File: src/rtl/eb_rx_lock_ctrl_pkg.sv
// Shared types and helpers for the elastic-buffer write-side lock controller.
package eb_pkg;

  typedef enum logic [1:0] {
    EB_IDLE   = 2'b00,
    EB_HUNT   = 2'b01,
    EB_LOCKED = 2'b10
  } eb_lock_state_t;

  localparam int EB_DATA_W = 20;

  function automatic logic is_skp(input logic [EB_DATA_W-1:0] word,
                                  input logic [EB_DATA_W-1:0] seq1,
                                  input logic [EB_DATA_W-1:0] seq2);
    return (word == seq1) || (word == seq2);
  endfunction

endpackage

File: src/rtl/eb_rx_lock_ctrl_if.sv
// Decoder-to-elastic-buffer word stream passing through the lock controller.
interface eb_rx_lock_ctrl_if #(
  parameter int DATA_WIDTH = 20
) ();

  logic [DATA_WIDTH-1:0] rx_data_i;
  logic                  rx_vld_i;
  logic                  rx_dec_err_i;
  logic [DATA_WIDTH-1:0] eb_data_o;
  logic                  eb_wr_vld_o;

  modport master (
    output rx_data_i, rx_vld_i, rx_dec_err_i,
    input  eb_data_o, eb_wr_vld_o
  );

  modport slave (
    input  rx_data_i, rx_vld_i, rx_dec_err_i,
    output eb_data_o, eb_wr_vld_o
  );

endinterface

File: src/rtl/eb_rx_lock_ctrl_sat_cnt.sv
// Saturating up-counter with synchronous clear; CLR_PRIO selects whether a
// same-cycle clear beats the increment (0) or restarts the count at 1.
module eb_sat_cnt #(
  parameter int W        = 8,
  parameter bit CLR_PRIO = 1'b1
) (
  input  logic         cdr_clk_i,
  input  logic         sys_arst_n_i,
  input  logic         i_inc,
  input  logic         i_clr,
  output logic [W-1:0] o_q
);

  logic [W-1:0] r_q;
  logic [W-1:0] w_q_inc;

  assign w_q_inc = (&r_q) ? r_q : r_q + 1'b1;
  assign o_q     = r_q;

  always_ff @(posedge cdr_clk_i or negedge sys_arst_n_i) begin
    if (!sys_arst_n_i)                   r_q <= '0;
    else if (i_clr && (CLR_PRIO || !i_inc)) r_q <= '0;
    else if (i_clr)                      r_q <= W'(1);
    else if (i_inc)                      r_q <= w_q_inc;
  end

endmodule

File: src/rtl/eb_rx_lock_ctrl.sv
// Recovered-clock write sequencer: hunts for SKP lock, gates writes into the
// elastic buffer, drops lock on error bursts and polices the SKP interval.
module eb_rx_lock_ctrl
  import eb_pkg::*;
#(
  parameter int DATA_WIDTH     = EB_DATA_W,
  parameter int LOCK_CNT       = 4,
  parameter int UNLOCK_ERR_CNT = 4,
  parameter int SKPI_W         = 12
) (
  input  logic                 cdr_clk_i,
  input  logic                 sys_arst_n_i,
  input  logic                 cfg_enable_i,
  input  logic [EB_DATA_W-1:0] cfg_cor_seq_val_1_i,
  input  logic [EB_DATA_W-1:0] cfg_cor_seq_val_2_i,
  input  logic [SKPI_W-1:0]    cfg_skp_intv_max_i,
  input  logic                 stat_clear_i,
  eb_rx_lock_ctrl_if.slave     rx_eb,
  output logic                 lock_o,
  output logic [1:0]           state_o,
  output logic                 skp_seen_pulse_o,
  output logic                 skp_intv_err_o,
  output logic [7:0]           lock_loss_cnt_o
);

  localparam int SKP_W = $clog2(LOCK_CNT + 1);
  localparam int ERR_W = $clog2(UNLOCK_ERR_CNT + 1);
  localparam logic [SKP_W-1:0] SKP_LAST = SKP_W'(LOCK_CNT - 1);
  localparam logic [ERR_W-1:0] ERR_LAST = ERR_W'(UNLOCK_ERR_CNT - 1);

  eb_lock_state_t        r_state, w_state_nxt;
  logic [SKP_W-1:0]      r_skp_cnt, w_skp_cnt_nxt;
  logic [DATA_WIDTH-1:0] r_eb_data;
  logic                  r_eb_wr_vld, w_wr_vld_nxt;
  logic                  r_skp_pulse, w_pulse_nxt;
  logic                  r_intv_err, w_intv_err_set;
  logic                  w_skp;
  logic                  w_err_inc, w_err_clr, w_intv_inc, w_intv_clr, w_loss_inc;
  logic [ERR_W-1:0]      w_err_cnt;
  logic [SKPI_W-1:0]     w_intv_cnt;

  assign w_skp = rx_eb.rx_vld_i && !rx_eb.rx_dec_err_i &&
                 is_skp(rx_eb.rx_data_i, cfg_cor_seq_val_1_i, cfg_cor_seq_val_2_i);

  eb_sat_cnt #(.W(ERR_W), .CLR_PRIO(1'b1)) u_err_cnt (
    .cdr_clk_i(cdr_clk_i), .sys_arst_n_i(sys_arst_n_i),
    .i_inc(w_err_inc), .i_clr(w_err_clr), .o_q(w_err_cnt)
  );

  eb_sat_cnt #(.W(SKPI_W), .CLR_PRIO(1'b1)) u_intv_cnt (
    .cdr_clk_i(cdr_clk_i), .sys_arst_n_i(sys_arst_n_i),
    .i_inc(w_intv_inc), .i_clr(w_intv_clr), .o_q(w_intv_cnt)
  );

  // Clear loses to a same-cycle lock loss so the new event is never dropped.
  eb_sat_cnt #(.W(8), .CLR_PRIO(1'b0)) u_loss_cnt (
    .cdr_clk_i(cdr_clk_i), .sys_arst_n_i(sys_arst_n_i),
    .i_inc(w_loss_inc), .i_clr(stat_clear_i), .o_q(lock_loss_cnt_o)
  );

  always_ff @(posedge cdr_clk_i or negedge sys_arst_n_i) begin
    if (!sys_arst_n_i) begin
      r_state   <= EB_IDLE;
      r_skp_cnt <= '0;
    end else begin
      r_state   <= w_state_nxt;
      r_skp_cnt <= w_skp_cnt_nxt;
    end
  end

  always_comb begin
    w_state_nxt    = r_state;
    w_skp_cnt_nxt  = r_skp_cnt;
    w_wr_vld_nxt   = 1'b0;
    w_pulse_nxt    = 1'b0;
    w_intv_err_set = 1'b0;
    w_err_inc      = 1'b0;
    w_err_clr      = 1'b0;
    w_intv_inc     = 1'b0;
    w_intv_clr     = 1'b0;
    w_loss_inc     = 1'b0;
    if (!cfg_enable_i) begin
      w_state_nxt = EB_IDLE;
    end else begin
      case (r_state)
        EB_IDLE: begin
          w_state_nxt   = EB_HUNT;
          w_skp_cnt_nxt = '0;
        end
        EB_HUNT: begin
          if (rx_eb.rx_vld_i) begin
            if (!w_skp) begin
              w_skp_cnt_nxt = '0;
            end else if (r_skp_cnt == SKP_LAST) begin
              w_state_nxt   = EB_LOCKED;
              w_skp_cnt_nxt = '0;
              w_wr_vld_nxt  = 1'b1;
              w_err_clr     = 1'b1;
              w_intv_clr    = 1'b1;
            end else begin
              w_skp_cnt_nxt = r_skp_cnt + 1'b1;
            end
          end
        end
        EB_LOCKED: begin
          if (rx_eb.rx_vld_i) begin
            // Errored words are non-SKP valid words and still age the interval.
            w_intv_clr     = w_skp;
            w_intv_inc     = !w_skp;
            w_intv_err_set = !w_skp && (cfg_skp_intv_max_i != '0) &&
                             (w_intv_cnt >= cfg_skp_intv_max_i);
            if (!rx_eb.rx_dec_err_i) begin
              w_wr_vld_nxt = 1'b1;
              w_pulse_nxt  = w_skp;
              w_err_clr    = 1'b1;
            end else if (w_err_cnt == ERR_LAST) begin
              w_state_nxt   = EB_HUNT;
              w_skp_cnt_nxt = '0;
              w_err_clr     = 1'b1;
              w_loss_inc    = 1'b1;
            end else begin
              w_err_inc = 1'b1;
            end
          end
        end
        default: w_state_nxt = EB_IDLE;
      endcase
    end
  end

  always_ff @(posedge cdr_clk_i or negedge sys_arst_n_i) begin
    if (!sys_arst_n_i) begin
      r_eb_data   <= '0;
      r_eb_wr_vld <= 1'b0;
      r_skp_pulse <= 1'b0;
      r_intv_err  <= 1'b0;
    end else begin
      r_eb_wr_vld <= w_wr_vld_nxt;
      r_skp_pulse <= w_pulse_nxt;
      if (w_wr_vld_nxt)        r_eb_data  <= rx_eb.rx_data_i;
      if (w_intv_err_set)      r_intv_err <= 1'b1;
      else if (stat_clear_i)   r_intv_err <= 1'b0;
    end
  end

  assign rx_eb.eb_data_o   = r_eb_data;
  assign rx_eb.eb_wr_vld_o = r_eb_wr_vld;
  assign lock_o            = (r_state == EB_LOCKED);
  assign state_o           = r_state;
  assign skp_seen_pulse_o  = r_skp_pulse;
  assign skp_intv_err_o    = r_intv_err;

endmodule

File: src/flat_wrapper.sv
// flat-port wrapper written by rule: the top's interface ports become plain ports
module eb_rx_lock_ctrl_flat import eb_pkg::*;
#(
  parameter int DATA_WIDTH     = EB_DATA_W,
  parameter int LOCK_CNT       = 4,
  parameter int UNLOCK_ERR_CNT = 4,
  parameter int SKPI_W         = 12
)
  (cdr_clk_i, sys_arst_n_i, cfg_enable_i, cfg_cor_seq_val_1_i, cfg_cor_seq_val_2_i, cfg_skp_intv_max_i, stat_clear_i, lock_o, state_o, skp_seen_pulse_o, skp_intv_err_o, lock_loss_cnt_o, rx_eb_rx_data_i, rx_eb_rx_vld_i, rx_eb_rx_dec_err_i, rx_eb_eb_data_o, rx_eb_eb_wr_vld_o);
  eb_rx_lock_ctrl_if #(.DATA_WIDTH(DATA_WIDTH)) rx_eb_i ();
  input  logic cdr_clk_i;
  input  logic sys_arst_n_i;
  input  logic cfg_enable_i;
  input  logic [EB_DATA_W-1:0] cfg_cor_seq_val_1_i;
  input  logic [EB_DATA_W-1:0] cfg_cor_seq_val_2_i;
  input  logic [SKPI_W-1:0] cfg_skp_intv_max_i;
  input  logic stat_clear_i;
  output logic lock_o;
  output logic [1:0] state_o;
  output logic skp_seen_pulse_o;
  output logic skp_intv_err_o;
  output logic [7:0] lock_loss_cnt_o;
  input wire logic [$bits(rx_eb_i.rx_data_i)-1:0] rx_eb_rx_data_i;
  input wire logic [$bits(rx_eb_i.rx_vld_i)-1:0] rx_eb_rx_vld_i;
  input wire logic [$bits(rx_eb_i.rx_dec_err_i)-1:0] rx_eb_rx_dec_err_i;
  output wire logic [$bits(rx_eb_i.eb_data_o)-1:0] rx_eb_eb_data_o;
  output wire logic [$bits(rx_eb_i.eb_wr_vld_o)-1:0] rx_eb_eb_wr_vld_o;
  assign rx_eb_i.rx_data_i = rx_eb_rx_data_i;
  assign rx_eb_i.rx_vld_i = rx_eb_rx_vld_i;
  assign rx_eb_i.rx_dec_err_i = rx_eb_rx_dec_err_i;
  assign rx_eb_eb_data_o = rx_eb_i.eb_data_o;
  assign rx_eb_eb_wr_vld_o = rx_eb_i.eb_wr_vld_o;
  eb_rx_lock_ctrl #(.DATA_WIDTH(DATA_WIDTH), .LOCK_CNT(LOCK_CNT), .UNLOCK_ERR_CNT(UNLOCK_ERR_CNT), .SKPI_W(SKPI_W)) u_core (.cdr_clk_i(cdr_clk_i), .sys_arst_n_i(sys_arst_n_i), .cfg_enable_i(cfg_enable_i), .cfg_cor_seq_val_1_i(cfg_cor_seq_val_1_i), .cfg_cor_seq_val_2_i(cfg_cor_seq_val_2_i), .cfg_skp_intv_max_i(cfg_skp_intv_max_i), .stat_clear_i(stat_clear_i), .rx_eb(rx_eb_i), .lock_o(lock_o), .state_o(state_o), .skp_seen_pulse_o(skp_seen_pulse_o), .skp_intv_err_o(skp_intv_err_o), .lock_loss_cnt_o(lock_loss_cnt_o));
endmodule
File: config.mk
export PLATFORM = sky130hd
export DESIGN_NAME = eb_rx_lock_ctrl_flat
export DESIGN_NICKNAME = d
export VERILOG_FILES = /design/src/rtl/eb_rx_lock_ctrl_pkg.sv /design/src/rtl/eb_rx_lock_ctrl_if.sv /design/src/rtl/eb_rx_lock_ctrl_sat_cnt.sv /design/src/rtl/eb_rx_lock_ctrl.sv /design/src/flat_wrapper.sv
export SDC_FILE = /design/constraint.sdc
export NUM_CORES = 1
export LEC_CHECK = 0
export CORE_MARGIN = 2
export CORE_UTILIZATION = 40
export CTS_BUF_LIST = sky130_fd_sc_hd__clkbuf_4
export CTS_CLUSTER_DIAMETER = 60
export DETAILED_ROUTE_END_ITERATION = 6
export GPL_ROUTABILITY_DRIVEN = 0
export PLACE_DENSITY = 0.71
export REMOVE_ABC_BUFFERS = 1
export SLEW_MARGIN = 20
export SYNTH_ARGS = -nofsm -noshare
export SYNTH_HDL_FRONTEND = slang
export SYNTH_HIERARCHICAL = 1
export SYNTH_SLANG_ARGS = --single-unit
File: constraint.sdc
create_clock -name cdr_clk_i -period 2.6 [get_ports cdr_clk_i]
set_clock_uncertainty 0.05 [all_clocks]
set_input_delay 0.26 -clock cdr_clk_i [delete_from_list [all_inputs] [get_ports cdr_clk_i]]
set_output_delay 0.26 -clock cdr_clk_i [all_outputs]
set_load 0.05 [all_outputs]
==> impl_results.md <==
* Core footprint at a little over 9000 um2
* Total die area at ~10000 um2
* DRT antenna net count at 0
* DR WL met3 at ~620 um
* Rows at 35
* Pwr Total at between 3 and 4 mW
* Final Cycle Share at 94.8%
* Drt drc at 0
* Slew of the pin with the lowest slew margin at a little under 0.7 ns
* Final net count at 643
* Initial DRC Count at roughly 220
* Post-Layout Cell Count at about 660
* Finish-stage setup viols at 0
* Clock Tree Buf Depth at 2
* Die X at between 100 and 150 um
* Outcome: finished clean
* Fmax at approximately 410 MHz
* Worst-path fanout max at 8
* Via count at between 3000 and 4000
* H-tree Lvls at 2
* RSZ-0062 raised after global routing: false
* Cells after synthesis at 404
* Wire length on met2 at 5150 um
* Initial core utilization at between 40% and 50%
* Register bit count reported by yosys at 51
* Largest net degree at the start of global routing at 30
* Number of flops mapped to enable cells by yosys at 0
* Setup ws final at about 0.13 ns
* PD cells at roughly 630 nW/um2
* Post-Route WL at ~10000 um
* CP Capture Type: register
* Yosys cell types at 59
* Root Buffer: clkbuf_4
* Cts-stage hold buffer count at 1
* Post-synth ARST share at 100%
* Util after Layout at 57.7%
* Register area share after synthesis at 34.6%
* Dominant synthesized flop cell: dfrtp_1
* Final Hold Viols at 0
* CTS Buf Count at 5
* Synth area leaders: dfrtp_1, xnor2_1, ha_1, nand4_1, o211ai_1
* Highest metal used: met4
* Peak supply drop at 0.353 mV
* Final Max Slew Viols at 0
* Clock Latency Late Sink at about 0.38 ns
* Number of setup buffers added after CTS at 0
* Die height at approximately 100 um
* Average wire per standard cell at ~16 um
* Hold Path Class: input pin to async pin
* Critical path class: register to register
* Post-Place Setup Slack at -0.210 ns
* Area leader, netlist: dfrtp_1
* GR Overflow Total at 0
* Mapped Area at 3690 um2
* Area Growth Syn to Fin at 42.4%
* Max-Slew Margin vs Limit at between 50% and 60%
* YS warnings at 6
* Num Clock Sinks at a little over 50
* Reg area at 1280 um2
* Share of layout cells above drive strength 1 at a little over a tenth
* Synthesized area per cell at 9.14 um2
* TritonCTS clock tree: built
* # fillers at 818
* Multi-input gate area at about 2200 um2
* IO Pins at about 110
* Worst-path clk slew at approximately 0.17 ns
* Initial antenna violation count at 0
* Drt first pass iters at 4
* Port bufs at around 110
* Post-CTS resize count at 0
* Min Tclk post-route at 2.47 ns
* Vias per cell at 5.55
* Dpl cells at about 650
* Ant. Diodes at 0
* Crit path arrival time at approximately 2.7 ns
* Gr usage total at 21.5%
* CP startpoint kind: register
* Number of global-route vias before repair at 3659
* Max Cap Violations at 0
* Share of the synthesized area in the top cell type at 34.6%
* First-pass GRT wire length at between 15000 and 20000 um
* Met1 wire length at roughly 4500 um
* Worst path required time at around 2.8 ns
* Post-detail-place hpwl at slightly above 8000 um
* Static Leak at about 2.2 nW
==> cells in the mapped netlist, types with 2 or more instances <==
library cell and instances:
a32oi_1 2, nor2b_1 6, and4_1 3, a21o_1 3
nand2_1 15, nor3b_1 2, nand2b_1 8, nor3_1 9
nand3_1 13, o31ai_1 21, xnor2_1 46, nand4_1 29
nand4bb_1 2, a21oi_1 12, buf_6 3, nand4b_1 3
clkbuf_1 10, ha_1 21, o211ai_1 21, o31ai_2 2
nor4_1 6, a2111oi_0 2, nand3b_1 2, and2_1 2
buf_2 2, o21ai_0 4, and3_1 3, a311oi_1 2
dfrtp_1 51, nor2_1 26, mux2i_1 3, inv_1 38
xor2_1 3, o21ai_1 4
==> routing by layer <==
metal  global-route usage (%)  vias to the layer above
met2                     37.9                      138
met5                        0                        -
li1                         -                     1766
met3                     3.69                       16
met1                     27.3                     1722
met4                     5.58                        0
==> final cells by class <==
cell class / count / area share, %
flip-flops and latches: 51 / 24.3
clock inverters: 3 / 1.28
repair buffers: 149 / 26.7
well taps: 111 / 2.64
multi-input cells: 299 / 41.6
clock buffers: 5 / 0.714
inverters: 38 / 2.71
==> final timing paths <==
check / startpoint / end / slack [ns] / cells past startpoint
setup / recovery: u_core/u_intv_cnt/o_q[2]$_DFFE_PN0P_ / u_core/skp_intv_err_o$_DFFE_PN0P_ / 0.13 / 7
hold / removal: sys_arst_n_i / u_core/state_o[1]$_DFFE_PN0P_ / 0.35 / 2
setup reg to reg: u_core/u_intv_cnt/o_q[2]$_DFFE_PN0P_ / u_core/skp_intv_err_o$_DFFE_PN0P_ / 0.13 / 7
hold reg to reg: u_core/skp_intv_err_o$_DFFE_PN0P_ / u_core/skp_intv_err_o$_DFFE_PN0P_ / 0.46 / 1
max in group asynchronous: sys_arst_n_i / u_core/rx_eb.eb_data_o[6]$_DFFE_PN0P_ / 1.55 / 3
min in group cdr_clk_i: u_core/skp_intv_err_o$_DFFE_PN0P_ / u_core/skp_intv_err_o$_DFFE_PN0P_ / 0.46 / 1
==> cells by family (layout without fill, tap and decap cells) <==
group           after synthesis  in the layout  synth area share [%]
fa+ha+maj                    21             21                  7.11
buf+inv                      54            195                  6.17
xor+xnor                     49             49                  11.6
simple gates                136            136                  20.9
mux                           4              4                  1.22
compound gates               89             89                  18.4
flops                        51             51                  34.6
==> stage by stage <==
| stage | hold WS, ns | TNS, ns | area [um2] |
|---|---|---|---|
| floorplan | -0.0856 | -1.89 | 3610 |
| global placement | 0.251 | -1.26 | 5140 |
| detailed placement | 0.258 | -3.80 | 5140 |
| CTS | 0.359 | 0 | 5260 |
| global route | 0.386 | 0 | 5260 |
| finish | 0.351 | 0 | 5260 |
==> critical path, cell delays in order (launching register included) <==
cell and delay (ns):
dfrtp_1 0.49, ha_1 0.32, a21oi_1 0.16, o21ai_0 0.10, a21o_1 0.19, a2111oi_0 0.66
o31ai_1 0.14, a32o_1 0.26
==> sequential cells by signal, indices dropped and copies added (netlist names) <==
signal                    flops
u_core/rx_eb.eb_wr_vld_o      1
u_core/u_loss_cnt/o_q         8
u_core/skp_intv_err_o         1
u_core/u_intv_cnt/o_q        12
u_core/r_skp_cnt              3
u_core/state_o                2
u_core/skp_seen_pulse_o       1
u_core/u_err_cnt/o_q          3
u_core/rx_eb.eb_data_o       20
==> where the power goes <==
part	internal, mW	switching [mW]	total [mW]
Clock	0.299	0.267	0.566
Combinational	0.650	0.999	1.65
Sequential	0.963	0.153	1.12
==> cells in the final DEF (no fill, tap or decap), drive strengths merged, types with 5 or more instances in the layout <==
master         synthesis  final
a21oi                 12     12
buf                    6     38
clkbuf                10      5
clkdlybuf4s50          0    110
dfrtp                 51     51
ha                    21     21
inv                   38     38
nand2                 15     15
nand2b                 8      8
nand3                 13     13
nand4                 30     30
nor2                  26     26
nor2b                  7      7
nor3                  10     10
nor4                   6      6
o211ai                21     21
o21ai                  9      9
o31ai                 23     23
xnor2                 46     46
Note: power is estimated with default switching activity, not from simulation.
